$ cat src/rtl/vec_pkg.sv
// Shared definitions for the vector command sequencer: opcodes, vtype fields,
// sequencer states and small legality helpers.
package vec_pkg;

   localparam logic [1:0] OP_VARITH = 2'd0;
   localparam logic [1:0] OP_VSETVL = 2'd1;

   localparam logic [1:0] ST_IDLE = 2'd0;
   localparam logic [1:0] ST_RUN  = 2'd1;
   localparam logic [1:0] ST_CFG  = 2'd2;
   localparam logic [1:0] ST_DONE = 2'd3;

   localparam int VTYPE_VALID_BIT = 6;
   localparam int VSEW_MSB        = 5;
   localparam int VSEW_LSB        = 3;
   localparam int VLMUL_MSB       = 2;
   localparam int VLMUL_LSB       = 0;

   localparam logic [2:0] VSEW_MAX  = 3'd3;
   localparam logic [2:0] VLMUL_MAX = 3'd3;

   function automatic logic fields_legal(input logic [2:0] vsew, input logic [2:0] vlmul);
      return (vsew <= VSEW_MAX) && (vlmul <= VLMUL_MAX);
   endfunction

   // A register group base must be a multiple of LMUL.
   function automatic logic reg_aligned(input logic [4:0] r, input logic [2:0] vlmul);
      logic [4:0] m;
      m = (5'd1 << vlmul[1:0]) - 5'd1;
      return (r & m) == 5'd0;
   endfunction

endpackage

$ cat src/rtl/vec_beat_calc.sv
// Combinational sizing for one command: granted vl, beat count and the byte
// mask of the final 64-bit beat.
module vec_beat_calc
   import vec_pkg::*;
(
   input  logic [7:0] vl,
   input  logic [2:0] vsew,
   input  logic [2:0] vlmul,
   input  logic [7:0] avl,
   output logic [7:0] vl_grant,
   output logic [3:0] beats,
   output logic [7:0] last_mask
);

   logic [7:0]  vlmax;
   logic [10:0] bytes;
   logic [7:0]  beats_raw;

   always_comb begin
      vlmax     = (8'd8 >> vsew[1:0]) << vlmul[1:0];
      vl_grant  = (avl < vlmax) ? avl : vlmax;
      bytes     = {3'b000, vl} << vsew[1:0];
      beats_raw = 8'((bytes + 11'd7) >> 3);
      // Clamp keeps the beat counter from running past one register group.
      beats     = (beats_raw > 8'd8) ? 4'd8 : beats_raw[3:0];
      last_mask = (bytes[2:0] == 3'd0) ? 8'hFF : ((8'd1 << bytes[2:0]) - 8'd1);
   end

endmodule

$ cat src/rtl/vec_issue_seq.sv
// Vector command sequencer: accepts VSETVL / VARITH commands and drives the
// register file configuration strobe or a per-beat address/write sequence.
module vec_issue_seq
   import vec_pkg::*;
(
   input  logic       clk,
   input  logic       rst,
   input  logic       cmd_valid,
   output logic       cmd_ready,
   input  logic [1:0] cmd_op,
   input  logic [4:0] cmd_vs1,
   input  logic [4:0] cmd_vs2,
   input  logic [4:0] cmd_vd,
   input  logic [7:0] cmd_avl,
   input  logic [5:0] cmd_vtype,
   input  logic [7:0] vl,
   input  logic [6:0] vtype,
   output logic [4:0] raA,
   output logic [4:0] raB,
   output logic [4:0] wa,
   output logic       wen,
   output logic [7:0] wmask,
   output logic [2:0] beat_idx,
   output logic       last,
   output logic [7:0] cfg_vl,
   output logic [7:0] cfg_avl,
   output logic [6:0] cfg_vtype,
   output logic       done,
   output logic       illegal
);

   logic [1:0] state;
   logic [1:0] state_nxt;
   logic [2:0] beat;
   logic       illegal_q;
   logic       illegal_nxt;
   logic       accept;

   logic [4:0] vs1_q, vs2_q, vd_q;
   logic [7:0] vl_q, avl_q;
   logic [5:0] fields_q;

   logic [7:0] vl_grant;
   logic [3:0] beats;
   logic [7:0] last_mask;
   logic       is_last;

   logic [2:0] cmd_vsew, cmd_vlmul, cur_vsew, cur_vlmul;

   assign accept    = cmd_valid && (state == ST_IDLE);
   assign cmd_vsew  = cmd_vtype[VSEW_MSB:VSEW_LSB];
   assign cmd_vlmul = cmd_vtype[VLMUL_MSB:VLMUL_LSB];
   assign cur_vsew  = vtype[VSEW_MSB:VSEW_LSB];
   assign cur_vlmul = vtype[VLMUL_MSB:VLMUL_LSB];

   always_comb begin
      state_nxt   = state;
      illegal_nxt = illegal_q;
      case (state)
         ST_IDLE: begin
            if (accept) begin
               illegal_nxt = 1'b0;
               if (cmd_op == OP_VSETVL && fields_legal(cmd_vsew, cmd_vlmul)) begin
                  state_nxt = ST_CFG;
               end else if (cmd_op == OP_VARITH && vl == 8'd0) begin
                  state_nxt = ST_DONE;
               end else if (cmd_op == OP_VARITH && vtype[VTYPE_VALID_BIT] &&
                            fields_legal(cur_vsew, cur_vlmul) &&
                            reg_aligned(cmd_vs1, cur_vlmul) &&
                            reg_aligned(cmd_vs2, cur_vlmul) &&
                            reg_aligned(cmd_vd, cur_vlmul)) begin
                  state_nxt = ST_RUN;
               end else begin
                  state_nxt   = ST_DONE;
                  illegal_nxt = 1'b1;
               end
            end
         end
         ST_RUN:  if (is_last) state_nxt = ST_DONE;
         ST_CFG:  state_nxt = ST_DONE;
         default: state_nxt = ST_IDLE;
      endcase
   end

   always_ff @(posedge clk) begin
      if (rst) begin
         state     <= ST_IDLE;
         beat      <= 3'd0;
         illegal_q <= 1'b0;
      end else begin
         state     <= state_nxt;
         illegal_q <= illegal_nxt;
         if (state == ST_RUN && !is_last) beat <= beat + 3'd1;
         else                             beat <= 3'd0;
      end
   end

   // Command and register-file view captured at accept; held for the command.
   always_ff @(posedge clk) begin
      if (accept) begin
         vs1_q    <= cmd_vs1;
         vs2_q    <= cmd_vs2;
         vd_q     <= cmd_vd;
         avl_q    <= cmd_avl;
         vl_q     <= vl;
         fields_q <= (cmd_op == OP_VSETVL) ? cmd_vtype : vtype[5:0];
      end
   end

   vec_beat_calc u_calc (
      .vl        (vl_q),
      .vsew      (fields_q[VSEW_MSB:VSEW_LSB]),
      .vlmul     (fields_q[VLMUL_MSB:VLMUL_LSB]),
      .avl       (avl_q),
      .vl_grant  (vl_grant),
      .beats     (beats),
      .last_mask (last_mask)
   );

   assign is_last = ({1'b0, beat} == (beats - 4'd1));

   always_comb begin
      cmd_ready = 1'b0;
      raA       = 5'd0;
      raB       = 5'd0;
      wa        = 5'd0;
      wen       = 1'b0;
      wmask     = 8'd0;
      beat_idx  = 3'd0;
      last      = 1'b0;
      cfg_vl    = 8'd0;
      cfg_avl   = 8'd0;
      cfg_vtype = 7'd0;
      done      = 1'b0;
      illegal   = 1'b0;
      case (state)
         ST_IDLE: cmd_ready = 1'b1;
         ST_RUN: begin
            raA      = vs1_q + {2'b00, beat};
            raB      = vs2_q + {2'b00, beat};
            wa       = vd_q + {2'b00, beat};
            wen      = 1'b1;
            wmask    = is_last ? last_mask : 8'hFF;
            beat_idx = beat;
            last     = is_last;
         end
         ST_CFG: begin
            cfg_vl    = vl_grant;
            cfg_avl   = avl_q;
            cfg_vtype = {1'b1, fields_q};
         end
         default: begin
            done    = 1'b1;
            illegal = illegal_q;
         end
      endcase
   end

endmodule

$ cat config.mk
export PLATFORM = sky130hd
export DESIGN_NAME = vec_issue_seq
export DESIGN_NICKNAME = d
export VERILOG_FILES = /design/src/rtl/vec_pkg.sv /design/src/rtl/vec_beat_calc.sv /design/src/rtl/vec_issue_seq.sv
export SDC_FILE = /design/constraint.sdc
export NUM_CORES = 1
export LEC_CHECK = 0
export CORE_UTILIZATION = 42
export CTS_CLUSTER_SIZE = 8
export DETAILED_ROUTE_END_ITERATION = 6
export PLACE_DENSITY = 0.77
export SYNTH_ARGS = -nofsm -noshare
export SYNTH_HDL_FRONTEND = slang
export SYNTH_SLANG_ARGS = --single-unit
export TNS_END_PERCENT = 50
$ cat constraint.sdc
create_clock -name clk -period 3.68 [get_ports clk]
set_input_delay 0.552 -clock clk [delete_from_list [all_inputs] [get_ports clk]]
set_output_delay 0.552 -clock clk [all_outputs]
set_load 0.01 [all_outputs]
==> results, run 1 <==
- The run finished, with violations left.
- The final reports fail on negative setup slack.
- The number of sinks on the clock net is 43.
- The post-synthesis cell type count is 50.
- The signal on the critical path passes through bufbuf_16, mux4_2, nand2b_1, or4_4, a221oi_4, nand3_2, ha_4, xor2_2, xnor2_1, o211ai_1, buf_4, nor2_4, a31oi_2, buf_2.
- The endpoint arrival time on the critical path is 3690 ps.
- Measured along the y axis, the die boundary spans 88.9 um.
- In this run the number of cells on the critical path is 14.
- In this run the clock root is driven by a sky130_fd_sc_hd__clkbuf_8.
- After layout, the worst setup slack is -562 ps.
- Of the available clock period, the critical path in the final layout requires 115%.
- In this run, synthesis inferred 37 flip-flops with an integrated enable.
- The count of nets after finishing is 535.
- The setup slack of the most critical reg-to-reg path is -190 ps.
- The category of the most critical setup path is reg -> out.
- Dividing total power by cell area gives a power density of 497 nW/um2.
- The starting density of the core is 43.5%.
- The startpoint of the most critical register-to-register path is fields_q[3].
- The placeable core region is 7290 um2.
- The largest single stage delay on the critical path is 470 ps.
- The die boundary width is 88.9 um.
- The element type at the critical path end is a primary output.
- The initial antenna violation count is 0.
- After synthesis, the largest family of logic cells by area is simple AND/OR/NAND/NOR gates.
- For the final routed database, the setup TNS stands at -5110 ps.
- The combined area of all synthesized cells is 3170 um2.
- The worst clock skew is 10.2 ps.
- Relative to the synthesized area, the layout overhead comes to 49.4%.
- The total instance count after detailed placement is 538.
- The first detailed-routing pass ran for 4 iterations.
- Entering global routing, the biggest net connects 38 pins.
- Measured in cells, the most critical reg-to-reg path has a length of 14.
- The TritonCTS clock tree is built.
- The floorplan has 31 rows.
- The synthesized design contains 43 register bits.
- The final period demand of the worst path is 4240 ps.
- The sum of overflow across all layers after global routing is 0.
- In this run the number of H-tree levels came out at 2.
- After Yosys synthesis, XOR and XNOR cells account for 3.59% of the synthesized area.
- The buffer depth of the longest clock path is 2.
- Summing the areas of all compound-gate instances in the mapped netlist gives 14.0% of the synthesized area.
- Setup repair after global routing could not meet its margin everywhere.
- In this run, post-CTS hold repair placed 0 buffers.
- After clock tree synthesis, the clock-pin slew on the worst setup and hold paths is 90 ps.
- At the worst endpoint, the required time is 3130 ps.
- The first global-routing pass estimated 13.0 mm of wire.
- The type of the tightest min-delay check is reg -> reg.
- The number of global-route vias before repair is 2758.
- For this run, design rule violations remaining after detail routing come to 0.
- The insertion delay to the later sink of the worst-skew pair is 300 ps.
- The critical path startpoint is fields_q[3].
- After synthesis, the share of flip-flops with an asynchronous set or reset is 0%.
- The count of endpoints failing hold in the final timing report came to 0.
- The worst-case setup slack after placement is -598 ps.
- For this design the top-level I/O count stands at 103.
- A synthesized cell averages 9.95 um2.
- The cell count after synthesis is 319.
- The total power draw is 0.00236 W.
- The worst ir drop on vdd is 0.328 mV.
- The area share of fa/ha/maj cells after synthesis is 11.4%.
- Routability-driven placement finished with a final weighted congestion of 0.832.
- The number of failing setup endpoints in the final timing report is 17.
- The tool flagged a number of max-cap violations equal to 0.
- Among all flip-flop cells after synthesis, the most frequent one is sky130_fd_sc_hd__edfxtp_1.
- The fmax is 0.236 GHz.
- The simple-gate share of the synthesized area is 20.7%.
- The max-slew headroom at the worst pin is 57.9%.
- After detailed routing, the number of vias per cell comes to 5.16.
- The detailed-route wire length per cell is 14.4 um.
- For this run, the number of Yosys warnings is 0.
- The floorplan step defined a die boundary enclosing 7910 um2.
- The analysis attributes to cell leakage a power of 1.95 nW.
- The cell family contributing the most delay on the critical path is simple AND/OR/NAND/NOR gates.
- The number of max-slew violations in the final report was 0.
- In this run, CTS created clock tree buffers numbering 5.
- The largest individual stage delay along the critical path comes from the cell sky130_fd_sc_hd__edfxtp_1.
- In the final layout, the share of cells above drive strength 1 is 21.5%.
- The antenna diode count is 0.
- The post-synthesis mux area share is 7.53%.
- The number of cells traversed by the worst hold path is 2.
- The synthesized net count is 395.
- The overall global routing resource usage is 21.8%.
- The total half-perimeter wirelength after legalization and detailed placement is 6.26 mm.
- The sequential cell area fraction in the yosys report is 38.8%.
- The count of port buffers added during placement is 101.
- The endpoint of the most critical register-to-register path is state[0].
- The total via count after detailed routing is 2883.
- STA classifies the critical path startpoint as a register.
- The highest net fanout along the worst path is 7.
- The detail route stage leaves a number of antenna-violating nets equal to 0.
- The slew at the pin closest to its max-slew limit is 631 ps.
- The number of buffers and inverters on the critical path is 3.
- The total wirelength of the detailed-routed design is 8.07 mm.
- In this run the worst setup path terminates at wmask[1].
- The first routing iteration left 89 violations.
- Excluding fillers, the count of instances in the completed layout stands at 559.
logic make-up after synthesis:
group,count (synthesis)
compound gates,65
xor+xnor,13
fa+ha+maj,27
buf+inv,29
flops,43
mux,21
other cells,1
simple gates,120
timing repair:
action                                  4_1_cts  5_1_grt
endpoints found under the setup margin       17       19
hold endpoints to repair                      0        0
buffers inserted                              9        3
pin swaps                                     7        8
gates resized for setup                      55       16
cloned                                        1        1
metal layers:
metal,track usage [%],wire length (um),vias up
met4,8.80,160,0
met1,27.5,3480,1343
met2,37.5,4050,98
li1,-,-,1426
met5,0,0,-
met3,3.32,376,16
placed cells by master, fill, tap and decap left out, types with 8 or more instances in the layout:
cell type                         count
sky130_fd_sc_hd__nor2_1              27
sky130_fd_sc_hd__clkdlybuf4s50_1     86
sky130_fd_sc_hd__nor3_1              10
sky130_fd_sc_hd__o21ai_0             12
sky130_fd_sc_hd__and2_1              27
sky130_fd_sc_hd__edfxtp_1            37
sky130_fd_sc_hd__buf_2                9
sky130_fd_sc_hd__nand2_1             15
sky130_fd_sc_hd__a21oi_1             21
sky130_fd_sc_hd__ha_1                23
sky130_fd_sc_hd__inv_1               14
sky130_fd_sc_hd__xnor2_1              8
sky130_fd_sc_hd__buf_4               43
sky130_fd_sc_hd__mux2i_1              9
sky130_fd_sc_hd__a21o_1               9
sky130_fd_sc_hd__nor2b_1             11
metrics by stage:
stage	util, %	cell area [um2]	hold WS (ps)
floorplan	-	3180	448
global placement	61.8	4500	475
detailed placement	61.8	4500	489
CTS	64.7	4720	509
global route	65.0	4740	558
finish	65.0	4740	500
cells in the mapped netlist (11+ instances only):
cell                       instances  area, um2
sky130_fd_sc_hd__edfxtp_1         37       1110
sky130_fd_sc_hd__nor2_1           28        105
sky130_fd_sc_hd__and2_1           27        169
sky130_fd_sc_hd__ha_1             24        300
sky130_fd_sc_hd__a21oi_1          23        115
sky130_fd_sc_hd__nand2_1          17       63.8
sky130_fd_sc_hd__inv_1            14       52.6
sky130_fd_sc_hd__o21ai_0          13       65.1
sky130_fd_sc_hd__nor3_1           12       60.1
sky130_fd_sc_hd__nor2b_1          11       68.8
how the worst min path moves through the flow:
stage,end,start
after floorplan,illegal_q,illegal_q
after global placement,illegal_q,illegal_q
after detailed placement,illegal_q,illegal_q
after CTS,illegal_q,illegal_q
after global routing,illegal_q,illegal_q
final,illegal_q,illegal_q
registers in the layout, summed over array words and instances (netlist names):
register and flops:
avl_q 8, vl_q 8, fields_q 6, vd_q 5
vs1_q 5, vs2_q 5, beat 3, state 2
illegal_q 1
where the power goes:
group	switching [W]	leakage (nW)	internal, W
Clock	0.000170	0.0581	0.000202
Combinational	0.000613	1.50	0.000651
Sequential	0.0000718	0.399	0.000651
worst reg2reg max path: stages, from the launching register on:
cell	delay (ps)
sky130_fd_sc_hd__edfxtp_1	470
sky130_fd_sc_hd__bufbuf_16	310
sky130_fd_sc_hd__mux4_2	390
sky130_fd_sc_hd__nand2b_1	90
sky130_fd_sc_hd__or4_4	430
sky130_fd_sc_hd__a221oi_4	330
sky130_fd_sc_hd__nand3_2	140
sky130_fd_sc_hd__ha_4	190
sky130_fd_sc_hd__xor2_2	140
sky130_fd_sc_hd__xnor2_1	170
sky130_fd_sc_hd__o211ai_1	150
sky130_fd_sc_hd__buf_4	180
sky130_fd_sc_hd__buf_4	130
sky130_fd_sc_hd__a221o_1	320
sky130_fd_sc_hd__mux2_1	320
area by class of cell:
class | instances | area [um2]
tap | 99 | 124
timing repair buffer | 146 | 1320
clock inverter | 3 | 43.8
sequential | 43 | 1230
clock buffer | 5 | 68.8
inverter | 16 | 60.1
fill | 605 | 2550
multi-input combinational | 247 | 1890
No activity file was read; power rests on OpenSTA's default activity.
==> run 2, diff against run 1 <==
CAP_MARGIN = 15   (was not set)
SETUP_SLACK_MARGIN = 0.3   (was not set)
==> results, run 2 (synthesis results as in run 1) <==
- Status: finished, violations left (unchanged).
- The count of routing violations after the opening detailed-route iteration came to 104 (was 89).
- The die boundary width is 88.9 um (unchanged).
- The count of nets after finishing is 539 (was 535).
- The final weighted congestion in routability-driven placement was 0.816 (was 0.832).
- The number of sinks on the clock net is 43 (unchanged).
- The final instance area came to 4730 um2 (was 4740 um2).
- The total wirelength of the detailed-routed design is 8.11 mm (was 8.07 mm).
- The clock edge transition at the registers on the reported setup and hold paths is 80 ps (was 90 ps).
- The total via count after detailed routing came to 2887 (was 2883).
- The antenna violation net count after detailed routing is 0 (unchanged).
- The slew at the pin closest to its max-slew limit is 617 ps (was 631 ps).
- The residual DRC count is 0 (unchanged).
- The placeable core region came to 7290 um2 (unchanged).
- The clock buffer count from CTS was 5 (unchanged).
- The worst clock skew came to 8.18 ps (was 10.2 ps).
- The antenna diode count is 0 (unchanged).
- The total area of multi-input combinational cells is 1900 um2 (was 1890 um2).
- The area of all sequential standard cells is 1230 um2 (unchanged).
- The detailed-route wire length per cell is 14.4 um (about the same).
- The element type at the critical path start is a register (unchanged).
- The I/O pin count is 103 (unchanged).
- The leakage power total is 1.97 nW (was 1.95 nW).
- The element type at the critical path end is a primary output (unchanged).
- The worst hold slack was 509 ps (was 500 ps).
- Violations in the final reports: negative setup slack (unchanged).
- The final cell count without fillers is 563 (was 559).
- The initial antenna violation count is 0 (unchanged).
- The final period demand of the worst path is 4230 ps (was 4240 ps).
- The worst-case setup margin in the final layout came to -549 ps (was -562 ps).
- The floorplan die area is 7910 um2 (unchanged).
- The number of failing setup endpoints in the final timing report was 10 (was 17).
- RSZ-0062 raised after global routing: yes (unchanged).
- The starting density of the core is 43.5% (unchanged).
- The highest net fanout along the worst path came to 4 (was 7).
- The clock root buffer master is sky130_fd_sc_hd__clkbuf_8 (unchanged).
- The first-pass iteration count of the detailed router is 4 (unchanged).
- The insertion delay to the later sink of the worst-skew pair is 290 ps (was 300 ps).
- The detailed-route vias per instance came to 5.13 (was 5.16).
- The number of H-tree branching levels is 2 (unchanged).
- The endpoint arrival time on the critical path is 3680 ps (was 3690 ps).
- The die height is 88.9 um (unchanged).
- The commonest non-fill, non-tap cell in the layout is sky130_fd_sc_hd__clkdlybuf4s50_1 (unchanged).
- The sum of overflow across all layers after global routing is 0 (unchanged).
- The cell row count is 31 (unchanged).
- The fmax came to 0.236 GHz (about the same).
- The area after detailed placement is 4490 um2 (was 4500 um2).
- The total half-perimeter wirelength after legalization and detailed placement was 6.19 mm (was 6.26 mm).
- The total instance count after detailed placement is 538 (unchanged).
- The worst ir drop on vdd is 0.426 mV (was 0.328 mV).
- The power density over the cells is 485 nW/um2 (was 497 nW/um2).
- The number of max-slew violations in the final report is 0 (unchanged).
- The count of port buffers added during placement is 101 (unchanged).
- The final clock period utilization by the worst path came to 115% (about the same).
- The layout overhead on the synthesized area was 49.2% (was 49.4%).
- Most used cells in the layout excluding fill and tap cells: sky130_fd_sc_hd__clkdlybuf4s50_1, sky130_fd_sc_hd__buf_4, sky130_fd_sc_hd__edfxtp_1 (unchanged).
- The fraction of final layout cells with drive strength greater than 1 is 23.3% (was 21.5%).
- The number of global-route vias before repair came to 2820 (was 2758).
- The count of endpoints failing hold in the final timing report was 0 (unchanged).
- The max-cap violation count is 0 (unchanged).
- The category of the most critical setup path is reg -> out (unchanged).
- The type of the tightest min-delay check was reg -> reg (unchanged).
- Largest registers: avl_q x8, vl_q x8, fields_q x6 (unchanged).
- The buffer depth of the longest clock path is 2 (unchanged).
- The filler cell count came to 609 (was 605).
- The TritonCTS clock tree was built (unchanged).
- The overall global routing resource usage came to 21.7% (was 21.8%).
- The required time reported for the critical path endpoint is 3130 ps (about the same).
- The max-slew headroom at the worst pin is 58.9% (was 57.9%).
- The global-route wire length before repair is 13.0 mm (about the same).
- The pin count of the biggest net entering global routing came to 38 (unchanged).
## run 2: cell count changes in the layout (fill, tap and decap cells not counted), moves of 2 or more
cell / previous run / this run
sky130_fd_sc_hd__clkinvlp_4: 0 / 2
sky130_fd_sc_hd__buf_2: 9 / 12
sky130_fd_sc_hd__nand3_1: 2 / 4
sky130_fd_sc_hd__buf_6: 0 / 5
sky130_fd_sc_hd__clkdlybuf4s15_2: 2 / 0
sky130_fd_sc_hd__a21oi_2: 2 / 5
sky130_fd_sc_hd__a21oi_1: 21 / 18
sky130_fd_sc_hd__mux2_4: 0 / 3
sky130_fd_sc_hd__nand3_2: 2 / 0
sky130_fd_sc_hd__clkbuf_2: 4 / 2
sky130_fd_sc_hd__mux2_1: 3 / 0
sky130_fd_sc_hd__nand2b_4: 0 / 2
## run 2: path summary, 6_finish.rpt
path                            cells after the start  slack (ps)         to   startpoint
worst max-delay path                               15        -550   wmask[1]  fields_q[3]
worst min-delay path                                2         510  illegal_q    illegal_q
worst max register to register                     16        -270   state[0]  fields_q[3]
worst min register to register                      2         510  illegal_q    illegal_q
## run 2: cell type report
type | count | share of cell area, %
Clock buffer | 6 | 1.53
Clock inverter | 2 | 0.264
Inverter | 16 | 1.35
Multi-Input combinational cell | 247 | 40.2
Sequential cell | 43 | 26.0
Tap cell | 99 | 2.62
Timing Repair Buffer | 150 | 28.0
## run 2: critical path, cell delays in order, from the launching register on
cell	delay, ps
sky130_fd_sc_hd__edfxtp_1	470
sky130_fd_sc_hd__buf_6	170
sky130_fd_sc_hd__mux2i_1	120
sky130_fd_sc_hd__mux2_4	270
sky130_fd_sc_hd__nand2b_4	140
sky130_fd_sc_hd__or4_4	490
sky130_fd_sc_hd__a221oi_4	270
sky130_fd_sc_hd__nand3_1	130
sky130_fd_sc_hd__ha_2	190
sky130_fd_sc_hd__xor2_1	150
sky130_fd_sc_hd__xnor2_1	180
sky130_fd_sc_hd__o211ai_1	190
sky130_fd_sc_hd__nor2_2	240
sky130_fd_sc_hd__buf_4	150
sky130_fd_sc_hd__a31oi_2	60
sky130_fd_sc_hd__buf_2	150
## run 2: timing repair
action,4_1_cts,5_1_grt
setup endpoints to repair,20,20
pin swaps,11,9
hold buffers,0,0
cloned,0,0
gates resized for setup,62,19
setup buffers,12,5
## run 2: stage by stage
stage	total power, W	setup WS (ps)	util [%]	TNS, ps
detailed placement	0.00194	-689	61.6	-5410
global placement	0.00191	-502	61.6	-3700
CTS	0.00228	-523	64.2	-4210
global route	0.00247	-697	64.9	-6450
floorplan	0.00139	-106	-	-615
finish	0.00230	-549	64.9	-4710
## run 2: where the power goes
group | internal, W | switching (W)
logic | 0.000653 | 0.000626
clock network | 0.000133 | 0.000164
registers | 0.000651 | 0.0000703
## run 2: layer usage
| layer | up-vias | share of wire (%) | track usage (%) |
|---|---|---|---|
| li1 | 1433 | - | - |
| met1 | 1353 | 45 | 27.3 |
| met2 | 89 | 50 | 38.3 |
| met3 | 12 | 3.3 | 2.49 |
| met4 | 0 | 1.9 | 8.06 |
| met5 | - | 0 | 0 |
==> run 3, diff against run 2 <==
CAP_MARGIN = 25   (was 15)
==> results of run 3 <==
Same layout as run 2: the final DEF is identical, and so are final timing and power.
